### config.mk
export PLATFORM = sky130hd
export DESIGN_NAME = car_control_tx
export DESIGN_NICKNAME = d
export VERILOG_FILES = /design/src/rtl/car_link_pkg.sv /design/src/rtl/uart_baud_counter.sv /design/src/rtl/car_control_tx.sv
export SDC_FILE = /design/constraint.sdc
export NUM_CORES = 1
export LEC_CHECK = 0
export CAP_MARGIN = 20
export CORE_UTILIZATION = 56
export DETAILED_ROUTE_END_ITERATION = 10
export HOLD_SLACK_MARGIN = 0.03
export PLACE_DENSITY = 0.75
export SLEW_MARGIN = 20
export SYNTH_ARGS = -nofsm -noshare
export SYNTH_HDL_FRONTEND = slang
export SYNTH_HIERARCHICAL = 1
export SYNTH_SLANG_ARGS = --single-unit
### constraint.sdc
create_clock -name clk -period 3.45 [get_ports clk]
set_input_delay 0.69 -clock clk [delete_from_list [all_inputs] [get_ports clk]]
set_output_delay 0.69 -clock clk [all_outputs]
set_load 0.02 [all_outputs]
### src/rtl/car_link_pkg.sv
// Definitions shared by both ends of the car control link: the transmitter's
// state type, the width of the control byte and where each field sits in it.
package car_link_pkg;

   typedef enum logic [1:0] {
      IDLE  = 2'd0,
      START = 2'd1,
      DATA  = 2'd2,
      STOP  = 2'd3
   } link_state_t;

   localparam int DATA_BITS = 8;

   localparam int MODE_LSB     = 0;
   localparam int SPEED_LSB    = 2;
   localparam int BACKWARD_BIT = 4;
   localparam int RUN_BIT      = 5;
   localparam int LEFT_BIT     = 6;
   localparam int RIGHT_BIT    = 7;

   localparam logic [1:0] MODE_AUTO = 2'b10;

   // True when the mode field of a control byte selects autonomous driving.
   function automatic logic is_auto_mode(input logic [DATA_BITS-1:0] ctl);
      return (ctl[MODE_LSB +: 2] == MODE_AUTO);
   endfunction

endpackage

### src/rtl/uart_baud_counter.sv
// Free-running bit-period timer. Counts 0..CLKS_PER_BIT-1 and wraps; clear
// restarts the count so bit boundaries line up with the start of a frame.
module uart_baud_counter #(
   parameter int CLKS_PER_BIT = 10417
) (
   input  logic clk,
   input  logic reset,
   input  logic clear,
   output logic bit_done
);

   localparam int CW = (CLKS_PER_BIT > 1) ? $clog2(CLKS_PER_BIT) : 1;
   localparam logic [CW-1:0] LAST = CW'(CLKS_PER_BIT - 1);

   logic [CW-1:0] cnt_r;

   // Bit-period counter: restart on clear, wrap after the last cycle of a bit.
   always_ff @(posedge clk or posedge reset) begin
      if (reset) begin
         cnt_r <= '0;
      end else if (clear) begin
         cnt_r <= '0;
      end else if (cnt_r == LAST) begin
         cnt_r <= '0;
      end else begin
         cnt_r <= cnt_r + CW'(1);
      end
   end

   assign bit_done = (cnt_r == LAST);

endmodule

### src/rtl/car_control_tx.sv
// Controller-side transmitter for the car control link. Sends the control
// byte as an 8N1 UART frame whenever it changes, when asked to, or when the
// keepalive interval runs out. serial, busy and sent are all registered.
module car_control_tx
   import car_link_pkg::*;
#(
   parameter int CLKS_PER_BIT     = 10417,
   parameter int KEEPALIVE_CYCLES = 10000000
) (
   input  logic       clk,
   input  logic       reset,
   input  logic [7:0] control_in,
   input  logic       send_req,
   output logic       serial,
   output logic       busy,
   output logic       sent
);

   localparam bit KA_EN = (KEEPALIVE_CYCLES != 0);
   localparam int KA_W  = (KEEPALIVE_CYCLES > 1) ? $clog2(KEEPALIVE_CYCLES) : 1;
   localparam logic [KA_W-1:0] KA_MAX = KA_W'(KEEPALIVE_CYCLES - 1);

   link_state_t          state_r, state_s;
   logic [DATA_BITS-1:0] shift_r, shift_s;
   logic [DATA_BITS-1:0] last_sent_r, last_sent_s;
   logic                 pending_r, pending_s;
   logic [2:0]           bit_cnt_r, bit_cnt_s;
   logic [KA_W-1:0]      ka_cnt_r;
   logic                 serial_r, serial_s;
   logic                 busy_r, busy_s;
   logic                 sent_r, sent_s;
   logic                 start_s;
   logic                 trigger_s;
   logic                 expired_s;
   logic                 bit_done_s;

   uart_baud_counter #(
      .CLKS_PER_BIT(CLKS_PER_BIT)
   ) u_baud (
      .clk      (clk),
      .reset    (reset),
      .clear    (start_s),
      .bit_done (bit_done_s)
   );

   assign expired_s = KA_EN && (ka_cnt_r == KA_MAX);
   assign trigger_s = pending_r | send_req | (control_in != last_sent_r) | expired_s;

   // Keepalive timer: saturating count of cycles since the last frame start.
   always_ff @(posedge clk or posedge reset) begin
      if (reset) begin
         ka_cnt_r <= '0;
      end else if (!KA_EN) begin
         ka_cnt_r <= '0;
      end else if (start_s) begin
         ka_cnt_r <= '0;
      end else if (ka_cnt_r != KA_MAX) begin
         ka_cnt_r <= ka_cnt_r + KA_W'(1);
      end else begin
         ka_cnt_r <= ka_cnt_r;
      end
   end

   // Frame sequencer state and registered line outputs.
   always_ff @(posedge clk or posedge reset) begin
      if (reset) begin
         state_r     <= IDLE;
         shift_r     <= 8'h00;
         last_sent_r <= 8'h00;
         pending_r   <= 1'b0;
         bit_cnt_r   <= 3'd0;
         serial_r    <= 1'b1;
         busy_r      <= 1'b0;
         sent_r      <= 1'b0;
      end else begin
         state_r     <= state_s;
         shift_r     <= shift_s;
         last_sent_r <= last_sent_s;
         pending_r   <= pending_s;
         bit_cnt_r   <= bit_cnt_s;
         serial_r    <= serial_s;
         busy_r      <= busy_s;
         sent_r      <= sent_s;
      end
   end

   // Next state plus the output values the line will show next cycle.
   always_comb begin
      state_s     = state_r;
      shift_s     = shift_r;
      last_sent_s = last_sent_r;
      bit_cnt_s   = bit_cnt_r;
      pending_s   = pending_r | (send_req & (state_r != IDLE));
      start_s     = 1'b0;
      serial_s    = 1'b1;
      busy_s      = 1'b0;
      sent_s      = 1'b0;

      case (state_r)
         IDLE: begin
            if (trigger_s) begin
               state_s     = START;
               shift_s     = control_in;
               last_sent_s = control_in;
               pending_s   = 1'b0;
               bit_cnt_s   = 3'd0;
               start_s     = 1'b1;
               serial_s    = 1'b0;
               busy_s      = 1'b1;
            end else begin
               serial_s = 1'b1;
               busy_s   = 1'b0;
            end
         end
         START: begin
            busy_s = 1'b1;
            if (bit_done_s) begin
               state_s  = DATA;
               serial_s = shift_r[0];
            end else begin
               serial_s = 1'b0;
            end
         end
         DATA: begin
            busy_s = 1'b1;
            if (bit_done_s) begin
               if (bit_cnt_r == 3'(DATA_BITS - 1)) begin
                  state_s   = STOP;
                  bit_cnt_s = 3'd0;
                  serial_s  = 1'b1;
               end else begin
                  shift_s   = {1'b0, shift_r[DATA_BITS-1:1]};
                  bit_cnt_s = bit_cnt_r + 3'd1;
                  serial_s  = shift_r[1];
               end
            end else begin
               serial_s = shift_r[0];
            end
         end
         STOP: begin
            serial_s = 1'b1;
            if (bit_done_s) begin
               state_s = IDLE;
               busy_s  = 1'b0;
               sent_s  = 1'b1;
            end else begin
               busy_s = 1'b1;
            end
         end
         default: begin
            state_s = IDLE;
         end
      endcase
   end

   assign serial = serial_r;
   assign busy   = busy_r;
   assign sent   = sent_r;

endmodule
# Word-level counts from Yosys, hierarchy flattened
# Cells that the tools add are included.
# classes
add_sub_neg	3
multipliers	0
div_mod_pow	0
magnitude_cmp	0
n_eq_ne	14
shifts	0
muxes	31
bitwise	5
n_reduce_logical	9
# op_table
operator	n
$mux 24	2
$mux 14	2
$add 24x1->24 const B	1
$eq 24x24->1 const B	1
$mux 8	3
$ne 24x24->1 const B	1
$pmux 8 s2	1
$add 14x1->14 const B	1
$eq 14x14->1 const B	1
$ne 2x2->1 const B	6
$mux 1	11
$mux 2	5
$mux 3	3
$ne 8x8->1	1
$pmux 2 s4	1
$pmux 3 s2	1
$reduce_bool 2->1	3
$reduce_and 5->1	1
$eq 2x2->1 const B	2
$or 1x1->1	4
$pmux 1 s4	1
$reduce_and 4->1	1
$add 3x1->3 const B	1
$eq 3x3->1 const B	1
7 further kinds	7
# word_totals
regBits	63
latchBits	0
ramBits	0
rom_bits	0
inputBits	11
n_memories	0

# Depth between registers and ports, before layout
# logic_depth
depth_word	6
mapped_depth	11
mapped_depth_nobuf	9

# Cells and area by module
# Netlist, hierarchy kept.
# by_module_without_submodules
mod	instances	cells_per_inst	area_per_inst_um2	seq_area_each_um2
car_control_tx	1	245	2590.0	1227.4
uart_baud_counter	1	73	734.5	350.3

# Worst setup path after synthesis
# No wires, ideal clock.
# synth_path
path_type	register to register
startpoint	reg u_baud.cnt_r[0]
endpoint	reg shift_r[1]
setup_time_ns	0.125
arrival_ns	2.505
required_ns	3.325
setup_slack_ns	0.820
path_stages_with_launch	10
n_path_buf	0
cell_sequence	dfrtp_1 > inv_1 > ha_1 > or4b_1 > nor4_2 > nand2_1 > nor2_1 > nor2_1 > a31oi_4 > mux2_2
# synth_via
elab_chain_len	3
# synth_rtl
item	line	source
start, declared	uart_baud_counter.sv:15	logic [CW-1:0] cnt_r;
start signal, assigned	uart_baud_counter.sv:26	cnt_r <= cnt_r + CW'(1);
$eq 14x14->1	uart_baud_counter.sv:30	assign bit_done = (cnt_r == LAST);
named net bit_done_s	car_control_tx.sv:35	logic bit_done_s;
$ne 2x2->1 (no line)	--	
$reduce_and 4->1 (no line)	--	
end signal, assigned	car_control_tx.sv:77	shift_r <= shift_s;
end, declared	car_control_tx.sv:24	logic [DATA_BITS-1:0] shift_r, shift_s;
# The timed path passes the listed nets, and every way through them passes these cells.
# A chain may end at the register's enable or synchronous reset.

# Final worst setup path
# layout_path
startpoint	reg ka_cnt_r[7]
endpoint	reg u_baud.cnt_r[3]
# layout_via
elab_chain_len	5
# layout_rtl
item	line	source
start, declared	car_control_tx.sv:28	logic [KA_W-1:0] ka_cnt_r;
start signal, assigned	car_control_tx.sv:58	ka_cnt_r <= ka_cnt_r + KA_W'(1);
start signal, assigned	car_control_tx.sv:60	ka_cnt_r <= ka_cnt_r;
$eq 24x24->1	car_control_tx.sv:46	assign expired_s = KA_EN && (ka_cnt_r == KA_MAX);
$or 1x1->1	car_control_tx.sv:47	assign trigger_s = pending_r | send_req | (control_in != last_sent_r) | expired_s;
$mux 1	car_control_tx.sv:101	if (trigger_s) begin
$mux 1	car_control_tx.sv:99	case (state_r)
$mux 14	uart_baud_counter.sv:21	end else if (clear) begin
# Every way passes these cells.

==> results.yml <==
status:
  run_status: "completed"
min_path:
  worstHoldPathType: "reg -> reg"
  hp-start: "shift_r[0]"
  timing.hold.worst_endpoint: "shift_r[0]"
  hold_path_depth: 1
clock_tree:
  clock_slew_at_reported_path_ffs_ps: 60
  cts_max_path_buffers: 2
  cts_inserted_buffers: 9
  cts_tree: "done"
  root_buffer: "sky130_fd_sc_hd__clkbuf_8"
  post_cts_hold_buffer_count: 0
  cts_post_setup_buffers_inserted: 0
  worstSkewPairLatency_ps: 330
  post_cts.resized_instances: 0
  htree_depth: 3
  cts_num_sinks: 63
critical_path:
  crit_required_ps: 3630
  crit_path_top_delay_cell: "sky130_fd_sc_hd__or2_0"
  critPathLaunchType: "flop"
  worst_r2r_path_depth: 6
  worst_setup_path_end_kind: "flop"
  crit_path_cell_trace: "nor4b_1 -> nand3_1 -> or4_1 -> a21oi_4 -> or2_0 -> nor2_1"
  cpPeakStageDelay_ps: 710
  crit_family: "simple AND/OR/NAND/NOR gates"
  crit_arrival_ps: 2950
  largest_fanout_of_any_net_on_the_critical_path: 14
  crit_type: "reg -> reg"
  regToRegSetupSlack_ps: 670
  worst-path-buf-inv: 0
  rr_endpoint: "u_baud/cnt_r[3]"
  r2r-start: "ka_cnt_r[7]"
placement:
  portbufs: 13
  dpl-instance-area_sq_um: 3500
  globalplace.congestion: 0.798
  placed_cells_incl_taps: 395
  detailed_place_hpwl_um: 4270
synthesis:
  synthDominantCellAreaShare_pct: 46.7
  synthMuxAreaShare_pct: 8.43
  synth-seq-cells: 63
  avgSynthCellArea_sq_um: 10.5
  synth_fp_nets: 338
  synth-edff-count: 0
  synth.top_cells.by_count: "sky130_fd_sc_hd__dfrtp_1 (62), sky130_fd_sc_hd__nor2_1 (45), sky130_fd_sc_hd__xnor2_1 (25), sky130_fd_sc_hd__mux2_2 (19)"
  synthAdderAreaFrac_pct: 3.39
  ys_dominant_reg_cell: "sky130_fd_sc_hd__dfrtp_1"
  synth-simple-area-share_pct: 20.9
  synth-warning-count: 6
  syn_area_sq_um: 3320
  synthMostInstantiatedCell: "sky130_fd_sc_hd__dfrtp_1"
  share_of_the_synthesized_netlist_area_taken_by_xor_and_xnor_gates_pct: 9.75
  ys_seq_area_share_pct: 47.5
  synth.top_cells.by_area: "sky130_fd_sc_hd__dfrtp_1 (47%), sky130_fd_sc_hd__xnor2_1 (6.6%), sky130_fd_sc_hd__mux2_2 (6.4%), sky130_fd_sc_hd__nor2_1 (5.1%), sky130_fd_sc_hd__ha_1 (3.4%)"
  synth-compound-area-share_pct: 6.25
  post_synth_num_cell_types: 53
  share_of_synthesized_flip_flops_with_an_asynchronous_set_or_reset_pct: 100
  dominant_combinational_cell_family_by_area_after_synthesis: "simple AND/OR/NAND/NOR gates"
  synthDominantAreaCellType: "sky130_fd_sc_hd__dfrtp_1"
  netlist_instances: 318
sta:
  finalClockSkew_ps: 8.13
  period_share_pct: 80.5
  maximum_frequency_from_static_timing_analysis_mhz: 360
  totalNegativeSetupSlack_ps: 0
  timing.final.crit_period_ps: 2780
  transition_at_the_pin_with_the_smallest_max_transition_slack_ps: 928
  grt_setup_unrepaired: "false"
  number_of_endpoints_with_negative_hold_slack_in_the_final_report: 0
  report.final.setup_viol: 0
  maxSlewViolCount: 0
  timing.slew.headroom_pct: 37.6
routing:
  drt_first_pass_iters: 5
  antenna_left: 0
  routed-via-count: 2361
  drt_first_iter_violations: 99
  avgViaCountPerCell: 5.74
  drc: 0
  drt-total-wl_um: 6310
  routedWlPerCell_um: 15.4
global_routing:
  antenna_found_initial: 0
  first_global_vias: 2310
  grt_start_max_net_pins: 50
  first_pass_grt_wire_length_um: 10900
  globalRoute.totalOverflow: 0
  grt_util_all_layers_pct: 22.7
power_and_ir_drop:
  p_per_area_nw_per_um2: 675
  fin_total_pwr_mw: 2.49
  p_leak_nw: 1.50
  ir_worst_vdd_v: 0.000479
layout:
  diodes: 0
  nets: 354
  layout_cell_share_with_drive_strength_beyond_1_pct: 14.2
  area_growth_syn_to_layout_pct: 10.9
  finish.instance_area_sq_um: 3690
  layout.cells.non_filler: 411
floorplan:
  floorplan.core_area_sq_um: 5610
  top_level_ports: 14
  die_w_um: 79.1
  placementRows: 27
  initial_utilization_pct: 59.3
  floorplan.die_area_sq_um: 6250
  chipHeight_um: 79.1
run:
  maxCapViolations: 0
kinds of logic after synthesis:
group	after synthesis
adders and majority gates	9
and+or+nand+nor	132
AOI/OAI and AO/OA	26
muxes	25
buffers and inverters	26
xor gates and xnor gates	37
DFF	63
final cells by class:
cell class                 count  area, sq um
fill                         460         1920
multi-input combinational    229         1620
sequential                    63         1580
timing repair buffer          16          153
clock buffer                  12          145
tap                           72         90.1
inverter                      15         57.6
clock inverter                 4         45.0
flip-flops by register name, summed over array words and instances, names as in the netlist:
name          count
pending_r         1
bit_cnt_r         3
u_baud/cnt_r     14
last_sent_r       8
ka_cnt_r         24
shift_r           8
sent              1
serial            1
busy              1
state_r           2
stage by stage:
step                      util, %  hold slack (ps)  setup slack, ps
after floorplan                 -              454              820
after CTS                    65.7              496              655
after global routing         65.8              517              501
final                        65.8              498              674
after global placement       62.3              473              449
after detailed placement     62.3              481              395
power by group:
group,total (mW),switching (mW),internal [mW]
Sequential,1.05,0.127,0.920
Clock,0.626,0.275,0.350
Combinational,0.816,0.432,0.384
Total,2.49,0.834,1.65
worst max-delay path by stage:
stage / startpoint / slack [ps] / depth (start not counted) / to
6_report: ka_cnt_r[7] / 670 / 6 / u_baud/cnt_r[3]
5_1_grt: u_baud/cnt_r[0] / 500 / 10 / shift_r[0]
3_3_place_gp: control_in[6] / 450 / 7 / u_baud/cnt_r[5]
4_1_cts: ka_cnt_r[15] / 660 / 6 / u_baud/cnt_r[4]
2_1_floorplan: u_baud/cnt_r[0] / 820 / 9 / shift_r[1]
3_5_place_dp: control_in[6] / 400 / 7 / u_baud/cnt_r[10]
routing by layer:
metal / up-vias / GRT usage [%] / routed length, um
met4: 0 / 9.64 / 85
met3: 8 / 3.79 / 200
met5: - / 0 / 0
met1: 1163 / 30.1 / 2950
met2: 39 / 36.8 / 3070
li1: 1151 / - / -
layout by cell type (no fill, tap or decap), types with 4 or more instances in the layout:
cell type                          n
sky130_fd_sc_hd__dfrtp_1          62
sky130_fd_sc_hd__nor2_1           45
sky130_fd_sc_hd__xnor2_1          25
sky130_fd_sc_hd__mux2_2           19
sky130_fd_sc_hd__nand2_1          15
sky130_fd_sc_hd__nor3_1           15
sky130_fd_sc_hd__inv_1            14
sky130_fd_sc_hd__clkdlybuf4s50_1  13
sky130_fd_sc_hd__xor2_1           12
sky130_fd_sc_hd__nand3_1          11
sky130_fd_sc_hd__nand4_1          11
sky130_fd_sc_hd__clkbuf_8         10
sky130_fd_sc_hd__ha_1              9
sky130_fd_sc_hd__and4_1            7
sky130_fd_sc_hd__nor4_1            5
sky130_fd_sc_hd__mux2_1            5
sky130_fd_sc_hd__o21ai_0           4
sky130_fd_sc_hd__clkinv_2          4
sky130_fd_sc_hd__nor2_2            4
Note: power is estimated with default switching activity, not from simulation.
